`src/rtl/popgen_pkg.sv`:
```
// Shared types and constants for the fixed-popcount word generator.
// Optional checker build is selected with POPCOUNT_GEN_CHECK_EN.
package popgen_pkg;

   localparam int POPGEN_W_DEF = 4;

   typedef enum logic [1:0] {
      IDLE = 2'd0,
      EMIT = 2'd1,
      DONE = 2'd2
   } popgen_state_t;

endpackage

```
`src/rtl/popcount_w.sv`:
```
// Combinational ones count of a W-bit vector.
// Used only when POPCOUNT_GEN_CHECK_EN is defined.
module popcount_w #(
   parameter int W  = 4,
   parameter int CW = $clog2(W + 1)
) (
   input  logic [W-1:0]  bits,
   output logic [CW-1:0] count
);

   always_comb begin
      count = '0;
      for (int i = 0; i < W; i++)
         count = count + CW'(bits[i]);
   end

endmodule

```
`src/rtl/popcount_word_gen.sv`:
```
// Enumerates all W-bit words with exactly k ones in ascending order.
// POPCOUNT_GEN_CHECK_EN adds chk_err and n_words self-check outputs.
module popcount_word_gen
   import popgen_pkg::*;
#(
   parameter int W  = POPGEN_W_DEF,
   parameter int KW = $clog2(W + 1)
) (
   input  logic          clk,
   input  logic          rst_n,
   input  logic          start,
   input  logic [KW-1:0] k,
   input  logic          ready,
   output logic [W-1:0]  word,
   output logic          valid,
   output logic          last,
   output logic          busy,
   output logic          done,
   output logic          err
`ifdef POPCOUNT_GEN_CHECK_EN
   ,
   output logic          chk_err,
   output logic [15:0]   n_words
`endif
);

   localparam logic [KW-1:0] WK = KW'(W);

   popgen_state_t state;
   logic [KW-1:0] kq;
   logic [W:0]    xe, c, r;
   logic [W-1:0]  succ, pat;

   function automatic int ctz(input logic [W:0] v);
      ctz = 0;
      for (int i = W; i >= 0; i--)
         if (v[i]) ctz = i;
   endfunction

   function automatic logic [W-1:0] ones_mask(input logic [KW-1:0] kk);
      return W'(((W + 1)'(1) << kk) - (W + 1)'(1));
   endfunction

   // Gosper successor at W+1 bits so the add cannot wrap
   always_comb begin
      xe   = {1'b0, word};
      c    = xe & (~xe + (W + 1)'(1));
      r    = xe + c;
      succ = W'((((r ^ xe) >> 2) >> ctz(c)) | r);
      pat  = ones_mask(kq) << (WK - kq);
   end

   always_ff @(posedge clk) begin
      if (!rst_n) begin
         state <= IDLE;
         kq    <= '0;
         word  <= '0;
         valid <= 1'b0;
         last  <= 1'b0;
         busy  <= 1'b0;
         done  <= 1'b0;
         err   <= 1'b0;
      end else begin
         done <= 1'b0;
         err  <= 1'b0;
         unique case (state)
            IDLE: begin
               if (start) begin
                  if (k > WK) begin
                     err <= 1'b1;
                  end else begin
                     state <= EMIT;
                     kq    <= k;
                     word  <= ones_mask(k);
                     valid <= 1'b1;
                     busy  <= 1'b1;
                     last  <= (k == '0) || (k == WK);
                  end
               end
            end
            EMIT: begin
               if (ready) begin
                  if (last) begin
                     state <= DONE;
                     valid <= 1'b0;
                     last  <= 1'b0;
                     busy  <= 1'b0;
                     done  <= 1'b1;
                  end else begin
                     word <= succ;
                     last <= (succ == pat);
                  end
               end
            end
            DONE:    state <= IDLE;
            default: state <= IDLE;
         endcase
      end
   end

`ifdef POPCOUNT_GEN_CHECK_EN
   localparam int CW = $clog2(W + 1);
   logic [CW-1:0] cnt;

   popcount_w #(.W(W), .CW(CW)) u_pop (
      .bits  (word),
      .count (cnt)
   );

   always_ff @(posedge clk) begin
      if (!rst_n) begin
         chk_err <= 1'b0;
         n_words <= '0;
      end else begin
         if (valid && (cnt != CW'(kq)))
            chk_err <= 1'b1;
         if (state == IDLE && start)
            n_words <= '0;
         else if (valid && ready)
            n_words <= n_words + 16'd1;
      end
   end
`endif

endmodule

```
`config.mk`:
```
export PLATFORM = sky130hd
export DESIGN_NAME = popcount_word_gen
export DESIGN_NICKNAME = d
export VERILOG_FILES = /design/src/rtl/popgen_pkg.sv /design/src/rtl/popcount_w.sv /design/src/rtl/popcount_word_gen.sv
export SDC_FILE = /design/constraint.sdc
export NUM_CORES = 1
export LEC_CHECK = 0
export BUFFER_PORTS_ARGS = -buffer_cell sky130_fd_sc_hd__buf_2
export CORE_MARGIN = 8
export CORE_UTILIZATION = 55
export DETAILED_ROUTE_END_ITERATION = 6
export GPL_TIMING_DRIVEN = 0
export PLACE_DENSITY_LB_ADDON = 0.2
export SLEW_MARGIN = 10
export SYNTH_ARGS = -nofsm -noshare
export SYNTH_HDL_FRONTEND = slang
export SYNTH_HIERARCHICAL = 1
export SYNTH_SLANG_ARGS = --single-unit
```
`constraint.sdc`:
```
create_clock -name clk -period 4.4 [get_ports clk]
set_clock_uncertainty 0.2 [all_clocks]
set_input_delay 1.32 -clock clk [delete_from_list [all_inputs] [get_ports clk]]
set_output_delay 1.32 -clock clk [all_outputs]
set_load 0.01 [all_outputs]
```
* Word-level counts from Yosys, hierarchy flattened
Cells that the tools add are included.
Cells by class: multiplexer cells 27, $add $sub $neg 5, shift-type cells 4, bitwise operators 5, order comparisons 1, eq/ne operators 8, reduce and logical (&&, ||, !) cells 11
Operators with widths (count):
- two-way mux 32 bit | 3
- >> shifter 3 x 32 -> 4 bit | 1
- two-way mux 4 bit | 4
- two-way mux 1 bit | 10
- inequality test 2 bit, second input constant | 5
- AND reduction 5 bit | 2
- AND reduction 3 bit | 3
- two-way mux 2 bit | 4
- one-hot mux 4 bit (2 select lines) | 1
- AND reduction 4 bit | 2
- left shift 1 x 3 -> 4 bit, first input constant | 2
- subtractor 4 x 2 -> 4 bit, second input constant | 2
- two-way mux 3 bit | 2
- adder 4 x 5 -> 5 bit | 1
- adder 5 x 1 -> 5 bit, second input constant | 1
- AND 4 x 5 -> 5 bit | 1
- inverter 4 -> 5 bit | 1
- bitwise XOR 5 x 4 -> 5 bit | 1
- == test 4 bit | 1
- bitwise OR 4 bit | 1
- one-hot mux 1 bit (2 select lines) | 2
- one-hot mux 2 bit (2 select lines) | 1
- left shift 4 x 3 -> 4 bit | 1
- == test 3 bit, second input constant | 1
- other kinds (8) | 8
Storage, ports and cells: output and inout bits 9, word-level logic and storage cells 68, input port bits 7, bits in registers 13

* Longest topological paths before layout
word-level depth 14, mapped depth 12, mapped depth without buffers 11

* Worst setup path after synthesis
OpenSTA, ideal clock, no wires.
path kind in2reg, from input port k[2], to register word[2], data required time 4084 ps, setup time 116 ps, slack 1538 ps, stages 7, arrival 2545 ps, cell sequence buf_2 > or3_2 > ha_1 > xnor2_1 > o21ai_0 > mux2i_1 > nor2b_1
On the way: longest elaborated chain between the ends 5
RTL lines:
- start: declaration | line popcount_word_gen.sv:12 | input logic [KW-1:0] k,
- left shift 1 x 3 -> 4 bit | line popcount_word_gen.sv:41 | return W'(((W + 1)'(1) << kk) - (W + 1)'(1));
- subtractor 4 x 2 -> 4 bit | line popcount_word_gen.sv:41
- two-way mux 4 bit | line popcount_word_gen.sv:69 | if (k > WK) begin
- two-way mux 4 bit | line popcount_word_gen.sv:68 | if (start) begin
- one-hot mux 4 bit (2 select lines) | line popcount_word_gen.sv:66 | unique case (state)
- end signal: assignment | line popcount_word_gen.sv:74 | word <= ones_mask(k);
- end signal: assignment | line popcount_word_gen.sv:90 | word <= succ;
- end: declaration | line popcount_word_gen.sv:14 | output logic [W-1:0] word,
Several ways; a longest one is shown, not always the timed one. The select of a mux whose other input is x is not followed. A chain may end at the register's enable or synchronous reset.

* Final worst setup path
from register kq[0], to register last
On the way: longest elaborated chain between the ends 7
RTL lines:
- start: declaration | line popcount_word_gen.sv:30 | logic [KW-1:0] kq;
- start signal: assignment | line popcount_word_gen.sv:73 | kq <= k;
- left shift 1 x 3 -> 4 bit | line popcount_word_gen.sv:41
- subtractor 4 x 2 -> 4 bit | line popcount_word_gen.sv:41
- left shift 4 x 3 -> 4 bit * | line popcount_word_gen.sv:50 | pat = ones_mask(kq) << (WK - kq);
- == test 4 bit * | line popcount_word_gen.sv:91 | last <= (succ == pat);
- two-way mux 1 bit * | line popcount_word_gen.sv:83 | if (last) begin
- two-way mux 1 bit * | line popcount_word_gen.sv:82 | if (ready) begin
- one-hot mux 1 bit (2 select lines) * | line popcount_word_gen.sv:66
- end signal: assignment | line popcount_word_gen.sv:77 | last <= (k == '0) || (k == WK);
- end signal: assignment | line popcount_word_gen.sv:91
- end: declaration | line popcount_word_gen.sv:16 | output logic last,
Every way passes the cells marked *; elsewhere a longest branch is shown, timed or not. The select of a mux whose other input is x is not followed.

==> reports/metrics.cfg <==
[run_status]
status = complete, no violations

[route]
wl_um = 2110
vias = 922
drtIter0Drc = 14
drtPass1Iterations = 4
drcViolationCount = 0
postRouteAntennaNets = 0
vias_per_cell = 5.87
detail_route.wl_per_cell_um = 13.4

[setup_path]
crit_start = kq[0]
cp.required_ns = 4.42
crit_path_start_kind = register
cp_slowest_cell = dfxtp_1
path_class = register to register
regToRegStartpoint = kq[0]
end_kind = register
worst-path-max-fanout = 7
crit_buf_inv = 3
r2r_cells = 11
cpPeakStageDelay_ns = 0.38
crit_arrival_ns = 2.73
regToRegSetupSlack_ns = 1.68
crit_path_frequent_cell = ha_1
cp_cell_sequence = buf_6 -> inv_1 -> ha_1 -> ha_1 -> inv_1 -> ha_1 -> mux2i_1 -> nand3_1 -> xnor2_1 -> nor4_1 -> a41o_1
r2r_end = last
crit_family = adder cells

[floorplanning]
die-area_sq_mm = 0.00338
start_util_pct = 57.8
row_count = 15
die_x_um = 58.1
io_pins = 16
die_y_um = 58.1
fp.coreArea_sq_mm = 0.00169

[power]
p_int_w = 0.000214
power.leakage_nw = 0.460
p_per_area_mw_per_mm2 = 303
power.switching_w = 0.000117
pwr-share-clk_pct = 22.8
seq_power_share_pct = 41.9
p_comb_share_pct = 35.3
netSwitchingFraction_pct = 35.4
power_w = 0.000331
ir_drop_v = 0.000227

[grt]
grt_usage_pct = 13.5
grt_max_degree = 11
antenna_found_initial = 0
grt_pass1_wl_um = 3680
grt_pass1_vias = 886
grt-ovfl-total = 0

[sta]
worstMarginPinSlew_ns = 0.398
fmax_ghz = 0.368
finalCritPeriodShare_pct = 61.7
drv_slew = 0
setup-tns-final_ns = 0
slew_headroom_pct = 73.2
hold_viol_final = 0
period_needed_ns = 2.72
setup_viol = 0
grt_setup_unrepaired = no

[synthesis]
yosys_warnings = 6
synth_edf_count = 0
post-synth-top-count-cell = nand2_1
synthCells = 122
synth_cell_types = 42
synth_top_area_share_pct = 26.7
async_flop_share_pct = 0
syn_nets = 136
syn_area_sq_um = 976
synth_area_leaders = dfxtp_1 27%, ha_1 9.0%, nand2_1 5.4%, nor2_1 4.6%, a21oi_1 3.6%
synth-seq-area-share_pct = 26.7
synthTopCellsByCount = 14 x nand2_1, 13 x dfxtp_1, 12 x nor2_1
yosys.area.top_type = dfxtp_1
yosys_register_bits = 13
ys.flop_type = dfxtp_1
synth_area_per_cell_sq_um = 8.00

[clocking]
cts_tree = yes
clk_pin_slew_ns = 0.08
post_cts_buffers = 0
cts_max_path_buffers = 2
clkSinkCount = 13
clk_latency_ns = 0.28
hold_buffers = 0
cts_made_buffers = 3
cts_resized = 0
cts-root-buf = clkbuf_4
htree_levels = 1

[layout]
layout.nets = 155
layout-drive-gt1-share_pct = 20.7
antenna_cells = 0
areaGrowthSynthToFinish_pct = 12.1

[hold_path]
whs_path_depth = 2
hold_path.startpoint = busy
hp-class = register to register
min_to = busy

[job]
drv_cap = 0

[placed_design]
io_buffers = 14
gp_congestion = 0.834
hpwl_um = 1690

cells in the final DEF, fill, tap and decap left out, types with 2 or more instances in the layout:
cell type and instances:
nor3b_1 2, nand2b_1 2, buf_2 16, clkbuf_4 3, nand2_1 14, mux2i_1 3, o21ai_0 7, ha_1 7
xor2_1 3, xnor2_1 3, inv_1 6, nor3_1 2, nor2_1 12, nand3_1 3, or2_1 2, nor4_1 2
a31oi_1 3, a21oi_1 7, dfxtp_1 13, nor2b_1 4, o21ai_1 3
through the flow:
stage / cell area [sq um] / utilization [%] / instances / hold WS, ns / worst slack, ns
2_1_floorplan: 976 / - / 122 / 0.273 / 1.54
3_3_place_gp: 1070 / 63.2 / 153 / 0.283 / 1.42
3_5_place_dp: 1070 / 63.2 / 153 / 0.290 / 1.42
4_1_cts: 1090 / 64.7 / 157 / 0.303 / 1.70
5_1_grt: 1090 / 64.7 / 157 / 0.348 / 1.45
6_report: 1090 / 64.7 / 157 / 0.301 / 1.68
power by group through the flow:
stage / registers, W / logic [W] / clock network [W]
after floorplan: 0.000142 / 0.0000845 / 0
after global placement: 0.000140 / 0.000112 / 0
after detailed placement: 0.000141 / 0.000116 / 0
after CTS: 0.000139 / 0.000117 / 0.0000770
after global routing: 0.000140 / 0.000132 / 0.0000817
final: 0.000139 / 0.000117 / 0.0000754
how the worst max path moves through the flow:
| stage | slack (ns) | end | cells past startpoint |
|---|---|---|---|
| 2_1_floorplan | 1.54 | word[2] | 7 |
| 3_3_place_gp | 1.42 | word[2] | 7 |
| 3_5_place_dp | 1.42 | word[2] | 7 |
| 4_1_cts | 1.70 | last | 11 |
| 5_1_grt | 1.45 | last | 11 |
| 6_report | 1.68 | last | 11 |
worst register-to-register path: stages, from the launching register on:
cell and delay, ns:
dfxtp_1 0.38, buf_6 0.14, inv_1 0.08, ha_1 0.20, ha_1 0.23, inv_1 0.12, ha_1 0.25, mux2i_1 0.19
nand3_1 0.13, xnor2_1 0.15, nor4_1 0.31, a41o_1 0.25
state kept, by name (all words and copies together) (netlist names):
name and cells:
word 4, kq 3, state 2, busy 1, done 1, err 1
last 1
logic make-up (layout without fill, tap and decap cells):
logic type / count (synthesis) / after routing / synth area share [%]
simple gates: 49 / 49 / 25.9
compound gates: 32 / 32 / 23.2
flops: 13 / 13 / 26.7
buf+inv: 11 / 29 / 5.64
fa+ha+maj: 7 / 7 / 8.97
xor+xnor: 6 / 6 / 5.39
mux: 4 / 4 / 4.23
layer usage:
metal	global-route usage (%)	up-vias	wire [um]
met5	0	-	0
met4	6.99	0	36
met3	2.43	5	52
met2	24.0	14	1110
met1	14.8	437	904
li1	-	466	-
area by class of cell:
type                       instances  area, sq um
clock buffer                       4         26.3
timing repair buffer              14         70.1
fill                             156          596
buffer                             4         28.8
multi-input combinational         98          661
sequential                        13          260
inverter                           7         26.3
tap                               17         21.3
Note: power is estimated with default switching activity, not from simulation.
